--- src/rtl/majority_sample_window_pkg.sv ---
// Shared types for the majority-voter front end: the FSM state and the five-vote bundle
// that is handed from the sampler to the voter.
package majority_pkg;

    typedef enum logic {
        IDLE = 1'b0,
        RUN  = 1'b1
    } state_e;

    localparam int NUM_VOTES = 5;

    typedef logic [NUM_VOTES-1:0] vote_vec_t;

    // Phase within the bit period at which vote k is captured.
    function automatic int sample_phase(input int first, input int spacing, input int k);
        return first + k * spacing;
    endfunction

endpackage

--- src/rtl/majority_sample_window_if.sv ---
// Valid/ready window bundle between the oversampling front end and the majority voter.
interface majority_sample_window_if;
    import majority_pkg::*;

    vote_vec_t win;
    logic      win_valid;
    logic      win_ready;

    modport master (
        output win,
        output win_valid,
        input  win_ready
    );

    modport slave (
        input  win,
        input  win_valid,
        output win_ready
    );

endinterface

--- src/rtl/majority_sample_window_bit_sync2.sv ---
// Generic two-flop synchroniser for a single asynchronous level, cleared by the async reset.
module bit_sync2 (
    input  logic clk,
    input  logic rst,
    input  logic d,
    output logic q
);

    logic meta;

    always_ff @(posedge clk or posedge rst) begin
        if (rst) begin
            meta <= 1'b0;
            q    <= 1'b0;
        end else begin
            meta <= d;
            q    <= meta;
        end
    end

endmodule

--- src/rtl/majority_sample_window.sv ---
// Oversampling front end: captures five samples per serial bit period and offers each
// completed window to the voter under valid/ready, flagging windows lost to back-pressure.
module majority_sample_window
    import majority_pkg::*;
#(
    parameter int CLKS_PER_BIT   = 16,
    parameter int FIRST_SAMPLE   = 4,
    parameter int SAMPLE_SPACING = 2
) (
    input  logic                            clk,
    input  logic                            rst,
    input  logic                            en,
    input  logic                            din,
    majority_sample_window_if.master        win_bus,
    output logic                            overrun,
    output logic                            bit_tick
);

    localparam int                  PHASE_W    = $clog2(CLKS_PER_BIT);
    localparam logic [PHASE_W-1:0]  LAST_PHASE = PHASE_W'(CLKS_PER_BIT - 1);

    generate
        if (CLKS_PER_BIT < 8) begin : g_bad_clks_per_bit
            $error("majority_sample_window: CLKS_PER_BIT must be at least 8");
        end
        if (SAMPLE_SPACING < 1) begin : g_bad_spacing
            $error("majority_sample_window: SAMPLE_SPACING must be at least 1");
        end
        if (FIRST_SAMPLE < 0) begin : g_bad_first
            $error("majority_sample_window: FIRST_SAMPLE must not be negative");
        end
        if (FIRST_SAMPLE + (NUM_VOTES - 1) * SAMPLE_SPACING > CLKS_PER_BIT - 1) begin : g_bad_window
            $error("majority_sample_window: last sample falls outside the bit period");
        end
    endgenerate

    logic               din_s;
    state_e             state;
    state_e             state_next;
    logic [PHASE_W-1:0] phase;
    vote_vec_t          partial;
    vote_vec_t          partial_next;
    vote_vec_t          sample_hit;
    vote_vec_t          win_q;
    logic               win_valid_q;
    logic               run_edge;
    logic               complete;

    bit_sync2 u_din_sync (
        .clk (clk),
        .rst (rst),
        .d   (din),
        .q   (din_s)
    );

    always_ff @(posedge clk or posedge rst) begin
        if (rst) begin
            state <= IDLE;
        end else begin
            state <= state_next;
        end
    end

    always_comb begin
        state_next = state;
        unique case (state)
            IDLE:    if (en)  state_next = RUN;
            RUN:     if (!en) state_next = IDLE;
            default: state_next = IDLE;
        endcase
    end

    // A sample landing on the completion edge is folded into the window being loaded.
    always_comb begin
        run_edge     = (state == RUN) && en;
        complete     = run_edge && (phase == LAST_PHASE);
        sample_hit   = '0;
        partial_next = partial;
        for (int k = 0; k < NUM_VOTES; k++) begin
            sample_hit[k] = run_edge &&
                (phase == PHASE_W'(sample_phase(FIRST_SAMPLE, SAMPLE_SPACING, k)));
            if (sample_hit[k]) begin
                partial_next[k] = din_s;
            end
        end
    end

    // Leaving RUN (or sitting in IDLE) discards any half-collected window.
    always_ff @(posedge clk or posedge rst) begin
        if (rst) begin
            phase   <= '0;
            partial <= '0;
        end else if (run_edge) begin
            phase   <= (phase == LAST_PHASE) ? '0 : phase + PHASE_W'(1);
            partial <= partial_next;
        end else begin
            phase   <= '0;
            partial <= '0;
        end
    end

    always_ff @(posedge clk or posedge rst) begin
        if (rst) begin
            win_q       <= '0;
            win_valid_q <= 1'b0;
            overrun     <= 1'b0;
            bit_tick    <= 1'b0;
        end else begin
            bit_tick <= complete;
            overrun  <= complete && win_valid_q && !win_bus.win_ready;
            if (complete) begin
                if (!win_valid_q || win_bus.win_ready) begin
                    win_q       <= partial_next;
                    win_valid_q <= 1'b1;
                end
            end else if (win_valid_q && win_bus.win_ready) begin
                win_valid_q <= 1'b0;
            end
        end
    end

    assign win_bus.win       = win_q;
    assign win_bus.win_valid = win_valid_q;

endmodule

--- src/flat_wrapper.sv ---
// flat-port wrapper written by rule: the top's interface ports become plain ports
module majority_sample_window_flat import majority_pkg::*;
#(
    parameter int CLKS_PER_BIT   = 16,
    parameter int FIRST_SAMPLE   = 4,
    parameter int SAMPLE_SPACING = 2
)
  (clk, rst, en, din, overrun, bit_tick, win_bus_win, win_bus_win_valid, win_bus_win_ready);
  majority_sample_window_if win_bus_i ();
  input  logic clk;
  input  logic rst;
  input  logic en;
  input  logic din;
  output logic overrun;
  output logic bit_tick;
  output wire logic [$bits(win_bus_i.win)-1:0] win_bus_win;
  output wire logic [$bits(win_bus_i.win_valid)-1:0] win_bus_win_valid;
  input wire logic [$bits(win_bus_i.win_ready)-1:0] win_bus_win_ready;
  assign win_bus_win = win_bus_i.win;
  assign win_bus_win_valid = win_bus_i.win_valid;
  assign win_bus_i.win_ready = win_bus_win_ready;
  majority_sample_window #(.CLKS_PER_BIT(CLKS_PER_BIT), .FIRST_SAMPLE(FIRST_SAMPLE), .SAMPLE_SPACING(SAMPLE_SPACING)) u_core (.clk(clk), .rst(rst), .en(en), .din(din), .win_bus(win_bus_i), .overrun(overrun), .bit_tick(bit_tick));
endmodule
--- config.mk ---
export PLATFORM = sky130hd
export DESIGN_NAME = majority_sample_window_flat
export DESIGN_NICKNAME = d
export VERILOG_FILES = /design/src/rtl/majority_sample_window_pkg.sv /design/src/rtl/majority_sample_window_if.sv /design/src/rtl/majority_sample_window_bit_sync2.sv /design/src/rtl/majority_sample_window.sv /design/src/flat_wrapper.sv
export SDC_FILE = /design/constraint.sdc
export NUM_CORES = 1
export LEC_CHECK = 0
export CORE_ASPECT_RATIO = 1.25
export CORE_UTILIZATION = 50
export CTS_CLUSTER_SIZE = 40
export DETAILED_ROUTE_END_ITERATION = 8
export PLACE_DENSITY = 0.74
export RECOVER_POWER = 50
export REMOVE_ABC_BUFFERS = 1
export SLEW_MARGIN = 10
export SYNTH_ARGS = -nofsm -noshare
export SYNTH_HDL_FRONTEND = slang
export SYNTH_SLANG_ARGS = --single-unit
--- constraint.sdc ---
create_clock -name clk -period 3.5 [get_ports clk]
set_input_delay 0.525 -clock clk [delete_from_list [all_inputs] [get_ports clk]]
set_output_delay 0.525 -clock clk [all_outputs]
set_load 0.02 [all_outputs]
==> run metrics <==
run status=complete, no violations; grt total ovfl=0; worst path cell trace=dlygate4sd3_1, nand2_1, nor3b_4, mux2_4; antenna violations before repair=0; initial core utilization=54.9%; Switching Share=20.1%; Crit. End Element=flip-flop; CTS Buffer Depth=2; Max Freq=502 MHz; register area share after synthesis=56.3%; Min Hold Slack=0.367 ns; synthesized area=890 µm²; maximum capacitance violations=0; Int Pwr=356 µW; CTS tree=yes; power per cell area=418 mW/mm²; ANT nets after route=0; worst r2r src=u_core.phase[1]; total CTS buffers=3; hold_buf cts=0; setup repair after global routing missed its margin=no; family with the most delay on the worst path=simple AND/OR/NAND/NOR gates; post-route design area=0.00106 mm²; Final WS setup=1.51 ns; number of synthesized register bits=20; Post-Place Worst Slack=1.26 ns; die footprint=0.00195 mm²; P_sw=89.2 µW; WHS Endpoint=u_core.u_din_sync.q; DRT Pass-1 Iters=4; Logic pwr share=3.7%; worst skew pair latency=0.31 ns; Lkg Pwr=0.000494 µW; Mapped Cells=77; reg-to-reg endpoint=u_core.win_bus.win[0]; setup violators final=0; HP Class=reg -> reg; GR Util All Layers=20.0%; via density per instance=5.59; Area Overhead vs Synth=19.5%; largest net degree at the start of global routing=21; peak supply drop=0.344 mV; delay of the slowest critical-path stage=0.60 ns; post-synth top area share=56.3%; Crit-path slowest cell=dlygate4sd3_1; Crit Path Max Fanout=13; Worst-Margin Slew=0.728 ns; setup tns final=0 ns; initial DRC count=14; Hold Crit Depth=0; CP bufs+invs=1; syn_area_per_cell=11.6 µm²; Port Buffer Count=12; max-slew headroom at the worst pin=51.4%; Arrival @ worst endpoint=2.20 ns; CORE AREA=0.00162 mm²; H-Tree Depth=1; Yosys top cell by area=dfrtp_1; Final GP Congestion=0.793; drt total wl=1530 µm; Site Rows=16; Finished Core Util=65.6%; wire length per cell=14.2 µm; clk sinks=20; die width=39.7 µm; Root Buffer=clkbuf_4; first-pass GRT wire length=2700 µm; Clk pin slew, worst setup/hold paths=0.12 ns; Die Ht=49.2 µm; DRC viols=0; post-route clock period utilization=56.9%; worst hold path startpoint=u_core.u_din_sync.meta; cell count of the worst reg-to-reg path=4; I/O pin total=13; Final Critical Period=1.99 ns; n_diodes=0; Ys Warns=0; final net count=99; Setup crit start kind=input port; clk_skew=0.00483 ns; Fin. Hold Viols=0; main area contributors after synthesis=dfrtp_1, mux2i_1, ha_1; layout cell share with drive strength beyond 1=8.89%; Fill cells=128; hpwl dp=1060 µm; reg-to-reg slack, setup=1.92 ns; Via Count=604; Post-DP Area=0.00101 mm²; Seq pwr share=53.1%; postcts setup bufs=0; final slew viol count=0; required time of the critical path=3.71 ns; Synth cell types=25; post-CTS resize count=0; kind of critical path=in -> reg; vias in the first global route=575; clock group share of total power=43.1%
synth_stat cells:
cell,n
dfrtp_1,20
nor3_1,1
o21ai_0,5
nor3b_4,1
and3_2,1
a2bb2oi_1,1
nand2_1,3
a21oi_1,4
nor2_1,5
or4_1,1
and3_1,1
nand3_1,2
nand3_2,1
nand2b_1,1
mux2i_1,6
xnor2_1,1
nand4_1,2
nand3b_1,4
o31a_1,1
and4b_1,1
mux2_4,1
buf_2,2
ha_1,3
inv_1,8
buf_6,1
logic make-up (layout without fill, tap and decap cells):
group	after synthesis	count (layout)	share of synthesized area [%]
DFF	20	20	56.3
AOI/OAI and AO/OA	11	11	7.03
xor gates and xnor gates	1	1	0.985
and+or+nand+nor	24	24	17.3
adders and majority gates	3	3	4.22
muxes	7	7	8.44
buffers and inverters	11	24	5.77
power by group through the flow:
stage	clock (µW)	sequential [µW]	combinational, µW
after floorplan	0	240	9.79
after global placement	0	241	17.1
after detailed placement	0	241	17.5
after CTS	192	236	17.5
after global routing	204	237	19.1
final	192	236	16.6
routing by layer:
layer	wire length (µm)	up-vias	global-route usage (%)	share of wire, %
met2	715	24	29.0	47
met3	69	5	4.11	4.5
met5	0	-	0	0
met4	30	0	8.62	2.0
li1	-	289	-	-
met1	714	286	28.4	47
flip-flops by register name, summed over array words and instances, names as in the netlist:
| register | count |
|---|---|
| u_core.u_din_sync.q | 1 |
| u_core.u_din_sync.meta | 1 |
| u_core.win_bus.win_valid | 1 |
| u_core.win_bus.win | 5 |
| u_core.partial | 5 |
| u_core.overrun | 1 |
| u_core.state | 1 |
| u_core.bit_tick | 1 |
| u_core.phase | 4 |
placed cells by master, fill, tap and decap left out:
| master | n |
|---|---|
| ha_1 | 3 |
| o21ai_0 | 5 |
| dfrtp_1 | 20 |
| o31a_1 | 1 |
| nor2_1 | 5 |
| nand3_1 | 2 |
| mux2i_1 | 6 |
| nand3_2 | 1 |
| clkdlybuf4s50_1 | 9 |
| a2bb2oi_1 | 1 |
| xnor2_1 | 1 |
| inv_1 | 8 |
| and4b_1 | 1 |
| clkbuf_4 | 3 |
| nand2b_1 | 1 |
| nand3b_1 | 4 |
| dlygate4sd3_1 | 3 |
| mux2_4 | 1 |
| or4_1 | 1 |
| a21oi_1 | 4 |
| bufinv_16 | 1 |
| nand4_1 | 2 |
| nand2_1 | 3 |
| nor3_1 | 1 |
| and3_1 | 1 |
| nor3b_4 | 1 |
| and3_2 | 1 |
worst max-delay path by stage:
stage | depth (start not counted) | slack (ns) | from | endpoint
5_1_grt | 4 | 1.44 | en | u_core.win_bus.win[0]
4_1_cts | 4 | 1.59 | en | u_core.win_bus.win[0]
6_report | 4 | 1.51 | en | u_core.win_bus.win[0]
3_5_place_dp | 4 | 1.26 | en | u_core.win_bus.win[0]
3_3_place_gp | 4 | 1.30 | en | u_core.win_bus.win[0]
2_1_floorplan | 3 | 1.97 | en | u_core.win_bus.win[0]
cell type report:
cell class	instances	area [µm²]	area share (%)
multi-input combinational	46	338	31.8
clock inverter	1	30.0	2.82
tap	18	22.5	2.12
inverter	8	30.0	2.82
timing repair buffer	12	120	11.3
sequential	20	500	47.1
clock buffer	3	22.5	2.12
worst register-to-register path, stage by stage (launching register included):
cell,delay [ns]
dfrtp_1,0.42
ha_1,0.26
nand3_2,0.12
nor3b_4,0.36
mux2_4,0.33
through the flow:
step	total power, µW	cells
4_1_cts	446	108
3_5_place_dp	258	104
6_report	445	108
2_1_floorplan	250	74
5_1_grt	460	108
3_3_place_gp	258	104
(Power assumes the default switching activity.)
